--- src/rtl/pc_seq.sv ---
// Program counter for the sequencer: wrapping increment, absolute load, signed
// relative branch and call/return through a small internal return-address stack.
module pc_seq #(
   parameter int WIDTH      = 8,
   parameter int LAST_ADDR  = 24,
   parameter int DEPTH      = 4,
   parameter int RESET_ADDR = 0
) (
   input  logic                         clk,
   input  logic                         rst_n,
   input  logic                         en,
   input  logic                         l,
   input  logic [WIDTH-1:0]             dataIM,
   input  logic                         br,
   input  logic [WIDTH-1:0]             off,
   input  logic                         call,
   input  logic                         ret,
   input  logic                         clr_err,
   output logic [WIDTH-1:0]             pcc,
   output logic [$clog2(DEPTH+1)-1:0]   sp,
   output logic                         ovf,
   output logic                         unf,
   output logic                         aerr
);

   localparam int SPW = $clog2(DEPTH + 1);
   localparam int IW  = (DEPTH > 1) ? $clog2(DEPTH) : 1;

   localparam logic [WIDTH-1:0] LAST   = WIDTH'(LAST_ADDR);
   localparam logic [WIDTH-1:0] RST_PC = WIDTH'(RESET_ADDR);
   localparam logic [SPW-1:0]   FULL   = SPW'(DEPTH);

   logic [WIDTH-1:0] pcc_q, pcc_d;
   logic [WIDTH-1:0] inc_addr, top_addr, load_pc;
   logic             load_bad;
   logic [WIDTH:0]   br_target;
   logic [SPW-1:0]   sp_q, sp_d, sp_m1;
   logic             push, set_ovf, set_unf, set_aerr;
   logic             ovf_q, unf_q, aerr_q;
   logic [WIDTH-1:0] stack_q [DEPTH];

   // Increment result doubles as the return address pushed by a call.
   assign inc_addr = (pcc_q == LAST) ? '0 : pcc_q + WIDTH'(1);

   // One extra bit: any true sum outside 0..2**WIDTH-1 lands above LAST here.
   assign br_target = {1'b0, pcc_q} + {off[WIDTH-1], off};

   assign load_bad = (dataIM > LAST);
   assign load_pc  = load_bad ? '0 : dataIM;

   assign sp_m1    = sp_q - SPW'(1);
   assign top_addr = stack_q[sp_m1[IW-1:0]];

   always_comb begin
      pcc_d    = pcc_q;
      sp_d     = sp_q;
      push     = 1'b0;
      set_ovf  = 1'b0;
      set_unf  = 1'b0;
      set_aerr = 1'b0;
      if (en) begin
         if (ret) begin
            if (sp_q != '0) begin
               pcc_d = top_addr;
               sp_d  = sp_m1;
            end else begin
               set_unf = 1'b1;
            end
         end else if (call) begin
            if (sp_q < FULL) begin
               push     = 1'b1;
               sp_d     = sp_q + SPW'(1);
               pcc_d    = load_pc;
               set_aerr = load_bad;
            end else begin
               set_ovf = 1'b1;
            end
         end else if (l) begin
            pcc_d    = load_pc;
            set_aerr = load_bad;
         end else if (br) begin
            if (br_target <= {1'b0, LAST}) begin
               pcc_d = br_target[WIDTH-1:0];
            end else begin
               pcc_d    = '0;
               set_aerr = 1'b1;
            end
         end else begin
            pcc_d = inc_addr;
         end
      end
   end

   // A setting event in the same cycle as clr_err leaves the flag set.
   always_ff @(posedge clk or negedge rst_n) begin
      if (!rst_n) begin
         pcc_q  <= RST_PC;
         sp_q   <= '0;
         ovf_q  <= 1'b0;
         unf_q  <= 1'b0;
         aerr_q <= 1'b0;
      end else begin
         pcc_q  <= pcc_d;
         sp_q   <= sp_d;
         ovf_q  <= set_ovf  | (ovf_q  & ~clr_err);
         unf_q  <= set_unf  | (unf_q  & ~clr_err);
         aerr_q <= set_aerr | (aerr_q & ~clr_err);
      end
   end

   always_ff @(posedge clk) begin
      if (push) begin
         stack_q[sp_q[IW-1:0]] <= inc_addr;
      end
   end

   assign pcc  = pcc_q;
   assign sp   = sp_q;
   assign ovf  = ovf_q;
   assign unf  = unf_q;
   assign aerr = aerr_q;

endmodule

--- config.mk ---
export PLATFORM = sky130hd
export DESIGN_NAME = pc_seq
export DESIGN_NICKNAME = d
export VERILOG_FILES = /design/src/rtl/pc_seq.sv
export SDC_FILE = /design/constraint.sdc
export NUM_CORES = 1
export LEC_CHECK = 0
export CORE_MARGIN = 3
export CORE_UTILIZATION = 55
export DETAILED_ROUTE_END_ITERATION = 12
export PLACE_DENSITY_LB_ADDON = 0.15
export SLEW_MARGIN = 20
export SYNTH_ARGS = -nofsm -noshare
export SYNTH_HDL_FRONTEND = slang
export SYNTH_SLANG_ARGS = --single-unit
--- constraint.sdc ---
create_clock -name clk -period 2.69 [get_ports clk]
set_input_delay 0.6725 -clock clk [delete_from_list [all_inputs] [get_ports clk]]
set_output_delay 0.6725 -clock clk [all_outputs]
set_load 0.05 [all_outputs]
==> flow_summary.json <==
{
  "syn_inst": 226,
  "dp_hpwl_um": 4650,
  "synth_seq_cells": 46,
  "hold_buffers": 0,
  "worstPathArrival_ps": 2800,
  "ys.flop_type": "edfxtp_1",
  "synth.most_common_cell": "edfxtp_1",
  "drv_slew": 0,
  "ys_seq_area_share_pct": 48.8,
  "finish.utilization_pct": 74.8,
  "synth_area_per_cell_um2": 11.9,
  "status": "finished clean",
  "max-cap-violations": 0,
  "clock_skew_ps": 10.1,
  "std_cell_rows": 24,
  "cts.sinks": 46,
  "peakVddDrop_mv": 0.554,
  "io_pins": 38,
  "critPathCaptureType": "register",
  "drtIter0Drc": 191,
  "path_class": "in -> reg",
  "finalNetCount": 327,
  "reg2reg_from": "sp[1]",
  "drive_gt1_share_pct": 14.6,
  "cts_buffer_depth": 2,
  "rsz0062_at_grt": "false",
  "grt_pass1_vias": 2058,
  "area_growth_syn_to_layout_pct": 26.2,
  "synthArstFlopShare_pct": 30.4,
  "ant_nets": 0,
  "cts_root_buf": "clkbuf_8",
  "p_leak_nw": 1.32,
  "synth_top_area_cell": "edfxtp_1",
  "io_buffers": 37,
  "hold_viol": 0,
  "path_clk_slew_ps": 90,
  "antennaDiodeCount": 0,
  "crit_path_max_incr_delay_ps": 460,
  "start_util_pct": 59.3,
  "period_needed_ps": 2610,
  "vias": 2063,
  "clock_latency_ps": 300,
  "grt-ovfl-total": 0,
  "worstPathRequired_ps": 2880,
  "finalSetupViolations": 0,
  "fp.dieH_um": 75.9,
  "drc": 0,
  "cpMostUsedCell": "o221a_2",
  "grt_start_max_net_pins": 17,
  "cts_htree_levels": 2,
  "worstPathMaxFanout": 6,
  "synth_warnings": 0,
  "setup.worst_path.start": "off[0]",
  "fmaxAchievable_ghz": 0.383,
  "die_w_um": 75.9,
  "syn_nets": 266,
  "via_per_inst": 5.84,
  "wl_per_cell_um": 17.5,
  "hp-class": "reg -> reg",
  "synth_commonest_cells": "32 x edfxtp_1, 15 x ha_1, 15 x nor2_1, 14 x dfrtp_1, 14 x nand2_1",
  "finalPower_w": 0.00349,
  "grt_pass1_wl_um": 10400,
  "synthesis.area_mm2": 0.00269,
  "hold_path_startpoint": "unf",
  "cp_cell_sequence": "clkdlybuf4s50_1 -> ha_1 -> inv_1 -> fa_2 -> nand2b_4 -> a21oi_2 -> o221a_2 -> o221a_2 -> nand4_4 -> a31o_1",
  "wl_um": 6190,
  "netlist.area_leader.share_pct": 35.7,
  "cts_buffers": 5,
  "die-area_mm2": 0.00576,
  "period_share_pct": 97.1,
  "finalSetupTns_ps": 0,
  "synth_edf_count": 32,
  "tightest_slew_ps": 704,
  "cp_slowest_cell": "clkdlybuf4s50_1",
  "crit_path_start_kind": "input pin",
  "synthTopCellsByArea": "edfxtp_1 36%, dfrtp_1 13%, ha_1 7.0%",
  "gp_congestion": 0.909,
  "p_per_area_mw_per_mm2": 1030,
  "cts_tree": "built",
  "synth_cell_type_count": 57,
  "firstDrtPassIters": 4,
  "antenna_found_initial": 0,
  "fp.coreArea_mm2": 0.00453,
  "grt_use_total_pct": 22.8,
  "slew_headroom_pct": 52.9
}
[where the power goes]
group          switching, W  internal (W)  total [W]  leakage (nW)
clock              0.000243      0.000188   0.000432        0.0489
combinational       0.00114      0.000821    0.00196         0.815
sequential         0.000139      0.000955    0.00109         0.459
[registers in the layout (all words and copies together) (netlist names)]
name	cells
sp	3
stack_q	32
aerr	1
pcc	8
ovf	1
unf	1
[metal layers]
layer	track usage (%)	part of all wire, %	vias up
met1	30.4	44	988
met4	6.70	1.5	0
li1	-	-	986
met2	38.7	49	79
met3	3.55	5.8	10
met5	0	0	-
[logic make-up after synthesis]
family	synth area share, %
DFF	48.8
adders and majority gates	7.72
muxes	8.05
buffers and inverters	2.98
xor gates and xnor gates	3.58
and+or+nand+nor	14.4
AOI/OAI and AO/OA	14.5
[worst max-delay path, delay by kind of cell]
family | cells | cell delay, ps
adder cells (fa/ha/maj) | 2 | 530
AND/OR/NAND/NOR | 2 | 300
buffers and inverters | 2 | 530
AO/OA/AOI/OAI | 4 | 780
[per-stage QoR]
stage / worst slack, ps / hold slack, ps / std cells / instance area (µm²)
6_report: 79.1 / 507 / 353 / 3390
5_1_grt: 16.7 / 539 / 353 / 3390
4_1_cts: 57.8 / 511 / 353 / 3390
3_5_place_dp: -421 / 490 / 345 / 3280
3_3_place_gp: -322 / 478 / 345 / 3280
2_1_floorplan: 93.5 / 377 / 226 / 2690
[what timing repair did]
item                                    CTS  global route
gates resized for setup                   4             0
buffers inserted                          0             0
endpoints found under the setup margin    2             1
pin swaps                                 0             1
[cell usage in the layout, fill, tap and decap left out, types with 3 or more instances in the layout]
master / synthesis / final
clkdlybuf4s50_1: 0 / 37
edfxtp_1: 32 / 32
buf_4: 0 / 22
nor2_1: 15 / 15
ha_1: 15 / 15
nand2_1: 14 / 14
dfrtp_1: 14 / 14
inv_1: 13 / 13
a21oi_1: 11 / 10
o21ai_0: 9 / 9
nand3_1: 8 / 8
mux4_1: 7 / 7
xnor2_1: 6 / 6
and2_1: 5 / 5
xor2_1: 5 / 5
nor2b_1: 5 / 5
o21ai_1: 5 / 5
clkbuf_8: 0 / 5
and3_1: 4 / 4
nand3b_1: 3 / 3
nor3_1: 3 / 3
o21a_1: 3 / 3
a221oi_1: 3 / 3
[final cells by class]
class | count | area [µm²]
multi-input cells | 161 | 1320
flip-flops and latches | 46 | 1310
fillers | 327 | 1140
repair buffers | 59 | 536
well taps | 65 | 81.3
clock buffers | 5 | 68.8
inverters | 14 | 52.6
clock inverters | 3 | 22.5
[path summary, 6_finish.rpt]
kind | slack [ps] | cells after the start | to
max in group asynchronous | 1450 | 1 | sp[0]
worst max register to register | 520 | 8 | pcc[4]
min in group asynchronous | 790 | 1 | pcc[7]
worst min-delay path | 510 | 1 | unf
worst min register to register | 510 | 1 | unf
worst max-delay path | 80 | 10 | aerr
Power figures use the tool's default switching activity.
